==> src/rtl/wb_arbiter.sv <==
// wb_arbiter: merges ALU and load-unit write-backs into one registered bank write port,
// buffering ALU writes in a 2-entry FIFO with starvation forcing and RAW hazard detection.
module wb_arbiter #(
  parameter int STARVE_LIMIT = 3
) (
  input  logic        Clk,
  input  logic        Reset,
  input  logic        AluValid,
  input  logic [4:0]  AluAddr,
  input  logic [63:0] AluData,
  output logic        AluReady,
  input  logic        MemValid,
  input  logic [4:0]  MemAddr,
  input  logic [63:0] MemData,
  output logic        MemReady,
  output logic        w,
  output logic [4:0]  AddrC,
  output logic [63:0] DataC,
  input  logic [4:0]  RdAddrA,
  input  logic [4:0]  RdAddrB,
  output logic        Stall
);
  localparam int CW = $clog2(STARVE_LIMIT + 2);
  logic [1:0]        cnt_q, cnt_d;
  logic [1:0][4:0]   fa_q, fa_d;
  logic [1:0][63:0]  fd_q, fd_d;
  logic [CW-1:0]     sc_q, sc_d;
  logic              w_d;
  logic [4:0]        addr_d;
  logic [63:0]       data_d;
  logic              empty, full, forced, grant_mem, pop, bypass, push, idx;

  function automatic logic hit(input logic [4:0] r, input logic [1:0] n,
                               input logic [4:0] a0, input logic [4:0] a1,
                               input logic wv, input logic [4:0] ac);
    return r != 5'd31 && ((n != 2'd0 && a0 == r) || (n == 2'd2 && a1 == r) || (wv && ac == r));
  endfunction

  assign empty     = cnt_q == 2'd0;
  assign full      = cnt_q == 2'd2;
  assign forced    = sc_q == CW'(STARVE_LIMIT);
  assign AluReady  = !full;
  assign MemReady  = !forced;
  assign grant_mem = !forced && MemValid;
  assign pop       = forced || (!MemValid && !empty);
  assign bypass    = !forced && !MemValid && empty && AluValid;
  assign push      = AluValid && !full && !bypass && AluAddr != 5'd31;
  // Entry 0 is always the head; a push lands just behind whatever survives the pop.
  assign idx       = cnt_q[0] && !pop;
  assign Stall     = hit(RdAddrA, cnt_q, fa_q[0], fa_q[1], w, AddrC) ||
                     hit(RdAddrB, cnt_q, fa_q[0], fa_q[1], w, AddrC);

  always_comb begin
    fa_d = fa_q;
    fd_d = fd_q;
    if (pop) begin
      fa_d[0] = fa_q[1];
      fd_d[0] = fd_q[1];
    end
    if (push) begin
      fa_d[idx] = AluAddr;
      fd_d[idx] = AluData;
    end
    cnt_d  = cnt_q - {1'b0, pop} + {1'b0, push};
    sc_d   = (pop || empty) ? '0 : grant_mem ? sc_q + 1'b1 : sc_q;
    addr_d = pop ? fa_q[0] : grant_mem ? MemAddr : AluAddr;
    data_d = pop ? fd_q[0] : grant_mem ? MemData : AluData;
    w_d    = (pop || grant_mem || bypass) && addr_d != 5'd31;
  end

  always_ff @(posedge Clk or posedge Reset) begin
    if (Reset) begin
      cnt_q <= '0;
      fa_q  <= '0;
      fd_q  <= '0;
      sc_q  <= '0;
      w     <= 1'b0;
      AddrC <= '0;
      DataC <= '0;
    end else begin
      cnt_q <= cnt_d;
      fa_q  <= fa_d;
      fd_q  <= fd_d;
      sc_q  <= sc_d;
      w     <= w_d;
      AddrC <= w_d ? addr_d : AddrC;
      DataC <= w_d ? data_d : DataC;
    end
  end
endmodule

==> config.mk <==
export PLATFORM = sky130hd
export DESIGN_NAME = wb_arbiter
export DESIGN_NICKNAME = d
export VERILOG_FILES = /design/src/rtl/wb_arbiter.sv
export SDC_FILE = /design/constraint.sdc
export NUM_CORES = 1
export LEC_CHECK = 0
export CAP_MARGIN = 10
export CORE_MARGIN = 3
export CORE_UTILIZATION = 30
export CTS_CLUSTER_SIZE = 20
export DETAILED_ROUTE_END_ITERATION = 12
export GPL_TIMING_DRIVEN = 0
export PLACE_DENSITY = 0.49
export SLEW_MARGIN = 20
export SYNTH_ARGS = -nofsm -noshare
export SYNTH_HDL_FRONTEND = slang
export SYNTH_SLANG_ARGS = --single-unit
==> constraint.sdc <==
create_clock -name Clk -period 9.7 [get_ports Clk]
set_input_delay 0.97 -clock Clk [delete_from_list [all_inputs] [get_ports Clk]]
set_output_delay 0.97 -clock Clk [all_outputs]
set_load 0.01 [all_outputs]
==> summary.txt, run 1 <==
==========================================================================================
Fmax                                                                               261 MHz
Worst path cell trace                                                         clkdlybuf4s50_1, xnor2_1, nand4_1, o32ai_1, o22ai_1, nand3_1, clkdlybuf4s50_1
Ports placed on the boundary                                                           225
Total Negative Setup Slacks                                                           0 ns
Placer congestion estimate                                                           0.782
Critical path capture point                                                          Stall
Final hold violations                                                                    0
Fraction of final layout cells sized beyond drive strength 1                         14.6%
Share of the synthesized area in the top cell type                                   51.8%
Final setup skew                                                                0.00771 ns
Overall die width                                                                   191 um
Vias per inst                                                                         4.84
Clock buffers created by TritonCTS                                                      26
Post-DR wirelength/cell                                                            19.1 um
Synthesized-area fraction occupied by ao, oa, aoi and oai cells                      8.61%
Endpoint of the lowest-slack register-to-register path                        DataC[4]$_DFFE_PP0P_
Sequential element share of the synthesized area                                     51.8%
Max stage delay on crit path                                                       0.60 ns
EDFF count, synth                                                                        0
Critical path data required time                                                   8.73 ns
Floorplan Core Area                                                            0.0337 mm^2
Initial cell density of the core                                                     30.5%
Worst setup slack after layout                                                     5.87 ns
Category of the critical setup timing path                                    input port to primary output
Cell leakage power                                                                 5.88 nW
Final setup vio count                                                                    0
Class of the most critical hold timing path                                   flop to flop
Vertical extent of the die                                                          191 um
Critical-path top delay cell                                                  sky130_fd_sc_hd__clkdlybuf4s50_1
Peak fanout along the critical path                                                      4
Grt met1 use                                                                         24.8%
Warnings from Yosys                                                                      0
Most area-consuming cells after synthesis                                     sky130_fd_sc_hd__dfrtp_1 52%, sky130_fd_sc_hd__mux2_2 14%, sky130_fd_sc_hd__nand2_1 7.7%
Count of clock tree sinks                                                              213
Synth Area in XOR/XNOR                                                               2.72%
Worst relative slew slack                                                            44.3%
Post-Syn Instances                                                                     989
Via count of the first global-routing pass                                            8775
Met2 Resource Use GR                                                                 28.6%
Die ar.                                                                        0.0365 mm^2
Area share of fa/ha/maj cells after synthesis                                       0.487%
Count of buffers from port buffering                                                   224
FF+latch count, synth                                                                  213
Number of hold buffers added after CTS                                                   0
Unrepaired setup endpoints after global routing                                         no
Crit path top cell by count                                                   sky130_fd_sc_hd__clkdlybuf4s50_1
Most repeated cell in the gate-level netlist after synthesis                  sky130_fd_sc_hd__dfrtp_1
Area delta synth->final                                                              36.0%
Number of rows created at floorplan                                                     67
Wire length of the first global-routing pass                                      51100 um
Synthesized area divided by synthesized cell count                               10.4 um^2
TritonCTS clock tree                                                                 built
Final routed DRC violation total                                                         0
Number of max-slew violations in the final report                                        0
Power density of the placed cells                                              305 mW/mm^2
Total routing resource utilization after global routing                              17.7%
Post-synthesis instance area                                                   0.0103 mm^2
Peak supply drop                                                                  0.158 mV
Post-synth top cells                                                          213 x sky130_fd_sc_hd__dfrtp_1, 211 x sky130_fd_sc_hd__nand2_1, 128 x sky130_fd_sc_hd__mux2_2
Outcome                                                                       finished, final reports clean
Period Utilization, post-route                                                       39.5%
Post-detailed-route count of antenna-violating nets                                      0
Type of element capturing the critical path                                   primary output
Largest family of logic cells by synthesized area                             multiplexers
Maximum number of pins on one net before global-route repair                            77
Gates resized, CTS repair                                                                0
# Post-CTS Setup Buffers                                                                 0
Count of cells along the worst register-to-register path                                 9
Wire length reported by the detailed router                                       32800 um
Cell type with the largest total area after synthesis                         sky130_fd_sc_hd__dfrtp_1
Post-synthesis cell type count                                                          36
Met3 Usage GRT                                                                       3.67%
HPWL after detailed placement                                                     23200 um
DRC violation total after the first TritonRoute iteration                              379
Busiest layer in global routing                                                       met2
Clock H-tree levels                                                                      1
CTS root buffer                                                               sky130_fd_sc_hd__clkbuf_16
First drt pass iteration count                                                           5
Synth Area in Simple Gates                                                           11.8%
Congestion Overflow GR                                                                   0
Number of nets at the end of the flow                                                 1399
Worst-skew pair later-pin latency                                                  0.52 ns
CP arrival                                                                         2.86 ns
Transition time at the pin with the least slew margin                             0.836 ns
Share of cell area taken by muxes after synthesis                                    21.7%
Worst slack at placement                                                           5.59 ns
Max_cap viols                                                                            0
Post-synth net total                                                                  1145
R2R Path Start                                                                sc_q[0]$_DFFE_PP0P_
Vias after detailed routing                                                           8281
Register-to-register setup slack                                                   6.45 ns
Startpoint type of the worst setup path                                         input port
Clock Tree Buf Depth                                                                     3
Clock edge transition at the registers on the reported setup and hold paths        0.06 ns
Antenna violations before repair                                                         5
Async SR Flop Fraction                                                                100%
Leading register cell type out of synthesis                                   sky130_fd_sc_hd__dfrtp_1
Crit path from                                                                  RdAddrA[1]
Minimum clock period                                                               3.83 ns
==========================================================================================
-- power breakdown --
part | switching [mW] | total (mW) | internal (mW)
registers | 0.277 | 1.62 | 1.34
logic | 0.798 | 1.69 | 0.895
clock network | 0.386 | 0.948 | 0.562
total | 1.46 | 4.26 | 2.80
-- state kept, by name, indices dropped and copies added (netlist names) --
signal	count
DataC	64
w	1
fd_q	128
AddrC	5
cnt_q	2
fa_q	10
sc_q	3
-- metal layers --
metal  up-vias  part of all wire [%]
li1       3946                     -
met1      4084                    47
met2       201                    45
met3        42                   5.8
met4         8                   1.4
met5         -                  0.13
-- kinds of logic (layout without fill, tap and decap cells) --
kind of cell             count (synthesis)  after routing
adder cells (fa/ha/maj)                  4              4
XOR/XNOR                                32             32
flip-flops                             213            213
buffers and inverters                   73            347
AND/OR/NAND/NOR                        308            308
AO/OA/AOI/OAI                          153            153
multiplexers                           206            206
other                                    0              1
-- worst max-delay path: cells and delay by family --
family,cells,cell delay [ns]
AO/OA/AOI/OAI,2,0.40
buffers and inverters,2,1.13
XOR/XNOR,1,0.15
AND/OR/NAND/NOR,2,0.21
-- area by class of cell --
| type | instances | area (um^2) |
|---|---|---|
| Multi-Input combinational cell | 703 | 4660 |
| Sequential cell | 213 | 5330 |
| Clock inverter | 6 | 30.0 |
| Inverter | 6 | 30.0 |
| Timing Repair Buffer | 226 | 2300 |
| Buffer | 67 | 270 |
| Tap cell | 448 | 561 |
| Fill cell | 3364 | 19700 |
| Clock buffer | 42 | 802 |
| Antenna cell | 1 | 2.50 |
-- placed cells by master (no fill, tap or decap), drive strengths merged, types with 2 or more instances in the layout --
| cell type | Yosys | final |
|---|---|---|
| nor3 | 3 | 3 |
| ha | 4 | 4 |
| clkdlybuf4s50 | 0 | 224 |
| o21ai | 72 | 72 |
| inv | 6 | 6 |
| clkbuf | 46 | 88 |
| a21oi | 4 | 4 |
| xnor2 | 24 | 24 |
| xor2 | 8 | 8 |
| nand3 | 5 | 5 |
| clkinv | 0 | 6 |
| mux2 | 137 | 137 |
| a31oi | 68 | 68 |
| mux2i | 69 | 69 |
| nor4 | 2 | 2 |
| nor2 | 72 | 72 |
| nand2 | 211 | 211 |
| nand2b | 2 | 2 |
| nand4 | 7 | 7 |
| a211oi | 2 | 2 |
| dfrtp | 213 | 213 |
| buf | 21 | 23 |
| and4 | 2 | 2 |
| and3 | 2 | 2 |
-- through the flow --
stage / util (%) / cells / hold WS (ns) / power (mW) / cell area (um^2)
floorplan: - / 989 / 0.409 / 2.60 / 10300
global placement: 38.8 / 1661 / 0.426 / 3.32 / 13100
detailed placement: 39.0 / 1663 / 0.438 / 3.35 / 13200
CTS: 41.5 / 1711 / 0.446 / 4.33 / 14000
global route: 41.5 / 1712 / 0.469 / 4.57 / 14000
finish: 41.5 / 1712 / 0.443 / 4.26 / 14000
-- worst min path at each step --
stage,startpoint,to,slack [ns],cells after the start
after floorplan,sc_q[0]$_DFFE_PP0P_,sc_q[0]$_DFFE_PP0P_,0.41,1
after global placement,sc_q[0]$_DFFE_PP0P_,sc_q[0]$_DFFE_PP0P_,0.43,1
final,sc_q[0]$_DFFE_PP0P_,sc_q[0]$_DFFE_PP0P_,0.44,1
after global routing,sc_q[0]$_DFFE_PP0P_,sc_q[0]$_DFFE_PP0P_,0.47,1
after detailed placement,sc_q[0]$_DFFE_PP0P_,sc_q[0]$_DFFE_PP0P_,0.44,1
after CTS,sc_q[0]$_DFFE_PP0P_,sc_q[0]$_DFFE_PP0P_,0.45,1
(Power assumes the default switching activity.)
==> inputs of run 2 (changes only) <==
==> constraint.sdc (replaced) <==
create_clock -name Clk -period 3.8 [get_ports Clk]
set_input_delay 0.38 -clock Clk [delete_from_list [all_inputs] [get_ports Clk]]
set_output_delay 0.38 -clock Clk [all_outputs]
set_load 0.01 [all_outputs]
==> run 2 against run 1 <==
Sequential share of layout area shrank 0.28 points. Largest power group unchanged. Critical path type is now flop to flop. Routed wire length shrank 0.21%. Critical path depth grew 1. Worst hold slack lost 0.19 ns. Global-route usage is essentially flat. Clock power grew to 2.5 times the previous value. Sequential cell count is the same. Die area is the same. Final area grew 0.73%. Sequential power grew to 2.5 times the previous value. Count of clock-buffer cells in the layout shrank 1. Register-to-register slack lost 5.9 ns.
==> summary.txt, run 2 (synthesized netlist as in run 1, its figures left out) <==
==========================================================================================
Commonest non-fill, non-tap cell in the layout                                sky130_fd_sc_hd__clkdlybuf4s50_1
Number of nets at the end of the flow                                                 1405
Cell leakage power                                                                 5.92 nW
Placer congestion estimate                                                           0.779
Gates resized, CTS repair                                                                0
Number of max-slew violations in the final report                                        0
Fmax                                                                               304 MHz
Top sig layer                                                                         met5
Fraction of final layout cells sized beyond drive strength 1                         15.0%
Worst relative slew slack                                                            43.1%
Wire length reported by the detailed router                                       32700 um
TritonCTS clock tree                                                                 built
CTS root buffer                                                               sky130_fd_sc_hd__clkbuf_16
Commonest non-fill, non-tap cells in the layout                               224 x sky130_fd_sc_hd__clkdlybuf4s50_1, 213 x sky130_fd_sc_hd__dfrtp_1, 211 x sky130_fd_sc_hd__nand2_1, 128 x sky130_fd_sc_hd__mux2_2
Floorplan Core Area                                                            0.0337 mm^2
Ports placed on the boundary                                                           225
Register-to-register setup slack                                                   0.51 ns
Unrepaired setup endpoints after global routing                                         no
Via count of the first global-routing pass                                            8682
Vertical extent of the die                                                          191 um
Category of the critical setup timing path                                    flop to flop
Clock H-tree levels                                                                      1
Top reg by flops                                                                      fd_q
Clock Tree Buf Depth                                                                     3
Transition time at the pin with the least slew margin                             0.853 ns
Post-DP Area                                                                   0.0133 mm^2
Overall die width                                                                   191 um
Number of diodes                                                                         0
Max_cap viols                                                                            0
Count of buffers from port buffering                                                   224
Area delta synth->final                                                              37.0%
Wire length of the first global-routing pass                                      51200 um
Congestion Overflow GR                                                                   0
DRC violation total after the first TritonRoute iteration                              336
Count of clock tree sinks                                                              213
Count of cells along the worst register-to-register path                                 8
HPWL after detailed placement                                                     23600 um
Largest registers ranked by flip-flop count                                   fd_q (128), DataC (64), fa_q (10)
Post-detailed-route count of antenna-violating nets                                      0
Outcome                                                                       finished, final reports clean
Final routed DRC violation total                                                         0
Peak fanout along the critical path                                                     10
Clock buffers created by TritonCTS                                                      26
Multi-input gate area in the final layout                                     0.00466 mm^2
Final hold slack                                                                  0.252 ns
# fillers                                                                             3343
Final setup vio count                                                                    0
Post-route insts no fill                                                              1716
Wire length on met1                                                               15400 um
Routed length on met2                                                             15000 um
Post-DR wirelength/cell                                                            19.1 um
Final hold violations                                                                    0
Fin area                                                                       0.0141 mm^2
# Post-CTS Setup Buffers                                                                 0
Die ar.                                                                        0.0365 mm^2
Minimum clock period                                                               3.29 ns
Peak supply drop                                                                  0.355 mV
Vias after detailed routing                                                           8346
First drt pass iteration count                                                           4
Clock edge transition at the registers on the reported setup and hold paths        0.06 ns
Antenna violations before repair                                                         2
Final setup skew                                                                 0.0101 ns
R2R Path Start                                                                sc_q[0]$_DFFE_PP0P_
Critical path data required time                                                   4.20 ns
Class of the most critical hold timing path                                   input port to async pin
Number of hold buffers added after CTS                                                   0
Total routing resource utilization after global routing                              17.7%
Initial cell density of the core                                                     30.5%
Maximum number of pins on one net before global-route repair                            31
Total Negative Setup Slacks                                                           0 ns
Total area of sequential cells                                                0.00533 mm^2
Power density of the placed cells                                              770 mW/mm^2
Worst-skew pair later-pin latency                                                  0.52 ns
Number of flip-flops under the largest register name                                   128
Period Utilization, post-route                                                       86.5%
Type of element capturing the critical path                                           flop
Startpoint type of the worst setup path                                               flop
CP arrival                                                                         3.69 ns
Met3 Wirelength                                                                    1790 um
Number of rows created at floorplan                                                     67
Cell count after placement                                                            1669
Endpoint of the lowest-slack register-to-register path                        fd_q[117]$_DFFE_PP0P_
Vias per inst                                                                         4.86
Post-layout util                                                                     41.8%
==========================================================================================
## run 2: cell count changes in the layout (fill, tap and decap cells not counted)
cell                         before  now
sky130_fd_sc_hd__diode_2          1    0
sky130_fd_sc_hd__clkbuf_8         7    6
sky130_fd_sc_hd__buf_12           0    6
sky130_fd_sc_hd__clkinv_2         6    5
sky130_fd_sc_hd__clkinvlp_4       0    2
sky130_fd_sc_hd__inv_8            1    0
## run 2: per-stage QoR
stage / total power, mW / worst slack, ns
floorplan: 6.63 / 0.650
global placement: 8.47 / -1.38
detailed placement: 8.57 / 0.273
CTS: 11.0 / 0.444
global route: 11.6 / 0.274
finish: 10.9 / 0.514
## run 2: how the worst max path moves through the flow
stage / start / endpoint / cells after the start / slack (ns)
finish: sc_q[0]$_DFFE_PP0P_ / fd_q[117]$_DFFE_PP0P_ / 8 / 0.51
global placement: Reset / fd_q[42]$_DFF_PP0_ / 2 / -1.38
floorplan: Reset / AddrC[0]$_DFFE_PP0P_ / 1 / 0.65
global route: sc_q[0]$_DFFE_PP0P_ / fd_q[121]$_DFFE_PP0P_ / 8 / 0.27
detailed placement: MemValid / DataC[5]$_DFFE_PP0P_ / 9 / 0.27
CTS: sc_q[0]$_DFFE_PP0P_ / fd_q[125]$_DFFE_PP0P_ / 8 / 0.44
## run 2: routing by layer
metal | track usage [%] | up-vias
met2 | 28.8 | 194
met3 | 3.54 | 35
met1 | 24.9 | 4152
li1 | - | 3961
met5 | 0 | -
met4 | 2.88 | 4
## run 2: report_power, final
group / switching, mW / total [mW] / leakage [nW] / internal (mW)
logic: 2.05 / 4.35 / 2.97 / 2.30
clock network: 0.969 / 2.38 / 0.405 / 1.41
registers: 0.696 / 4.12 / 2.54 / 3.43
total: 3.72 / 10.9 / 5.92 / 7.14
## run 2: cell type report
| type | instances | share of cell area [%] |
|---|---|---|
| Tap cell | 448 | 3.98 |
| Clock buffer | 41 | 5.60 |
| Inverter | 6 | 0.187 |
| Clock inverter | 6 | 0.231 |
| Multi-Input combinational cell | 703 | 33.1 |
| Sequential cell | 213 | 37.8 |
| Timing Repair Buffer | 232 | 17.2 |
| Buffer | 67 | 1.92 |
## run 2: critical path, cell delays in order (launching register included)
cell	delay (ns)
sky130_fd_sc_hd__dfrtp_1	0.39
sky130_fd_sc_hd__ha_1	0.20
sky130_fd_sc_hd__ha_1	0.24
sky130_fd_sc_hd__nor2b_1	0.23
sky130_fd_sc_hd__clkbuf_1	0.60
sky130_fd_sc_hd__nand3_1	0.45
sky130_fd_sc_hd__buf_1	0.42
sky130_fd_sc_hd__buf_2	0.33
sky130_fd_sc_hd__mux2_2	0.30
==> inputs of run 3 (changes only) <==
--- a/config.mk
+++ b/config.mk
@@ -8,11 +8,11 @@
 export CAP_MARGIN = 10
 export CORE_MARGIN = 3
 export CORE_UTILIZATION = 30
-export CTS_CLUSTER_SIZE = 20
+export CTS_CLUSTER_SIZE = 40
 export DETAILED_ROUTE_END_ITERATION = 12
 export GPL_TIMING_DRIVEN = 0
 export PLACE_DENSITY = 0.49
-export SLEW_MARGIN = 20
+export SLEW_MARGIN = 15
 export SYNTH_ARGS = -nofsm -noshare
 export SYNTH_HDL_FRONTEND = slang
 export SYNTH_SLANG_ARGS = --single-unit
==> run 3 against run 2 <==
First-iteration DRC count fell by 2.4%. Critical path depth rose by 1. Sequential power barely moved. Clock skew rose by 0.0021 ns. Count of clock-buffer cells in the layout fell by 4. Utilization rose by 0.10 points. Non-clock buffer count fell by 1. Largest cell class unchanged. Largest power group unchanged.
==> summary.txt, run 3 (synthesized netlist as in run 1, its figures left out) <==
==========================================================================================
Number of flip-flops under the largest register name                                   128
Max_cap viols                                                                            0
Commonest non-fill, non-tap cell in the layout                                sky130_fd_sc_hd__clkdlybuf4s50_1
Power density of the placed cells                                              781 mW/mm^2
Clock Tree Buf Depth                                                                     3
Fraction of final layout cells sized beyond drive strength 1                         15.0%
Clock edge transition at the registers on the reported setup and hold paths        0.06 ns
Class of the most critical hold timing path                                   input port to async pin
Final setup skew                                                                 0.0122 ns
CP arrival                                                                         3.74 ns
DRC violation total after the first TritonRoute iteration                              328
Area delta synth->final                                                              37.3%
Clock buffers created by TritonCTS                                                      27
Number of rows created at floorplan                                                     67
CTS root buffer                                                               sky130_fd_sc_hd__clkbuf_16
Post-DR wirelength/cell                                                            19.0 um
Gates resized, CTS repair                                                                0
Initial cell density of the core                                                     30.5%
Worst-skew pair later-pin latency                                                  0.52 ns
Die ar.                                                                        0.0365 mm^2
# fillers                                                                             3345
Number of nets at the end of the flow                                                 1405
Clock H-tree levels                                                                      1
Post-detailed-route count of antenna-violating nets                                      0
HPWL after detailed placement                                                     23500 um
Number of max-slew violations in the final report                                        0
Wire length of the first global-routing pass                                      50700 um
Period Utilization, post-route                                                       87.9%
Minimum clock period                                                               3.34 ns
Commonest non-fill, non-tap cells in the layout                               224 x sky130_fd_sc_hd__clkdlybuf4s50_1, 213 x sky130_fd_sc_hd__dfrtp_1, 211 x sky130_fd_sc_hd__nand2_1, 128 x sky130_fd_sc_hd__mux2_2
Final setup vio count                                                                    0
# Post-CTS Setup Buffers                                                                 0
Outcome                                                                       finished, final reports clean
Type of element capturing the critical path                                           flop
TritonCTS clock tree                                                                 built
Cell leakage power                                                                 5.94 nW
Number of hold buffers added after CTS                                                   0
Wire length reported by the detailed router                                       32500 um
Startpoint type of the worst setup path                                               flop
Maximum number of pins on one net before global-route repair                            35
Worst relative slew slack                                                            45.4%
Placer congestion estimate                                                           0.779
Peak supply drop                                                                  0.378 mV
Peak fanout along the critical path                                                     10
Total Negative Setup Slacks                                                           0 ns
Top sig layer                                                                         met5
Unrepaired setup endpoints after global routing                                         no
Overall die width                                                                   191 um
Wire length on met1                                                               15400 um
Congestion Overflow GR                                                                   0
Ports placed on the boundary                                                           225
Count of clock tree sinks                                                              213
Vias per inst                                                                         4.80
Floorplan Core Area                                                            0.0337 mm^2
First drt pass iteration count                                                           4
Final routed DRC violation total                                                         0
Count of buffers from port buffering                                                   224
Via count of the first global-routing pass                                            8550
Total routing resource utilization after global routing                              17.6%
Routed length on met2                                                             14900 um
Critical path data required time                                                   4.20 ns
Fmax                                                                               300 MHz
Antenna violations before repair                                                         1
Final hold violations                                                                    0
Transition time at the pin with the least slew margin                             0.820 ns
Met3 Wirelength                                                                    1700 um
Top reg by flops                                                                      fd_q
Largest registers ranked by flip-flop count                                   fd_q (128), DataC (64), fa_q (10)
Post-layout power                                                                  11.0 mW
Vertical extent of the die                                                          191 um
Vias after detailed routing                                                           8224
Category of the critical setup timing path                                    flop to flop
==========================================================================================
==> run 3: cell count changes in the layout (fill, tap and decap cells not counted) <==
cell and delta:
sky130_fd_sc_hd__bufinv_16 +3, sky130_fd_sc_hd__clkbuf_1 -3, sky130_fd_sc_hd__buf_12 -1, sky130_fd_sc_hd__clkbuf_8 -1, sky130_fd_sc_hd__clkinv_2 -1, sky130_fd_sc_hd__clkinvlp_4 -1, sky130_fd_sc_hd__diode_2 +1
==> run 3: worst paths after layout <==
| kind | startpoint | to | slack [ns] | cells after the start |
|---|---|---|---|---|
| setup / recovery | sc_q[0]$_DFFE_PP0P_ | DataC[5]$_DFFE_PP0P_ | 0.46 | 9 |
| hold / removal | Reset | DataC[13]$_DFFE_PP0P_ | 0.30 | 2 |
| setup reg to reg | sc_q[0]$_DFFE_PP0P_ | DataC[5]$_DFFE_PP0P_ | 0.46 | 9 |
| hold reg to reg | sc_q[0]$_DFFE_PP0P_ | sc_q[0]$_DFFE_PP0P_ | 0.44 | 1 |
| max in group asynchronous | Reset | DataC[40]$_DFFE_PP0P_ | 2.41 | 5 |
| min in group Clk | sc_q[0]$_DFFE_PP0P_ | sc_q[0]$_DFFE_PP0P_ | 0.44 | 1 |
==> run 3: worst max-delay path, stage by stage (launching register included) <==
cell and delay [ns]:
sky130_fd_sc_hd__dfrtp_1 0.38, sky130_fd_sc_hd__ha_1 0.20, sky130_fd_sc_hd__ha_1 0.24, sky130_fd_sc_hd__a21oi_2 0.51
sky130_fd_sc_hd__inv_2 0.27, sky130_fd_sc_hd__a31o_1 0.29, sky130_fd_sc_hd__a21oi_2 0.39, sky130_fd_sc_hd__buf_4 0.30
sky130_fd_sc_hd__buf_4 0.26, sky130_fd_sc_hd__mux2_1 0.35
==> run 3: report_power, final <==
group	leakage [nW]	internal (mW)	switching (mW)
Sequential	2.54	3.43	0.695
Combinational	2.96	2.29	2.05
Clock	0.433	1.59	0.975
==> run 3: layout make-up <==
type                       count  area [um^2]  area share, %
sequential                   213         5330           37.7
multi-input combinational    703         4660           33.0
timing repair buffer         231         2400           17.0
clock buffer                  37          763           5.40
tap                          448          561           3.97
buffer                        67          270           1.91
clock inverter                 7          110          0.780
inverter                       6         26.3          0.186
antenna                        1         2.50         0.0177
==> run 3: stage by stage <==
step           cells  setup WS, ns  utilization (%)  hold WS (ns)  instance area (um^2)
2_1_floorplan    989         0.650                -         0.409                 10300
3_3_place_gp    1661         -1.38             38.9         0.425                 13100
3_5_place_dp    1668         0.234             39.3         0.438                 13200
4_1_cts         1712         0.441             41.9         0.293                 14100
5_1_grt         1712         0.305             41.9         0.329                 14100
6_report        1713         0.462             41.9         0.297                 14100
==> run 3: layer usage <==
layer	vias to the layer above	GRT usage, %
li1	3939	-
met1	4047	24.8
met2	195	28.4
met3	41	3.52
met4	2	3.44
met5	-	0
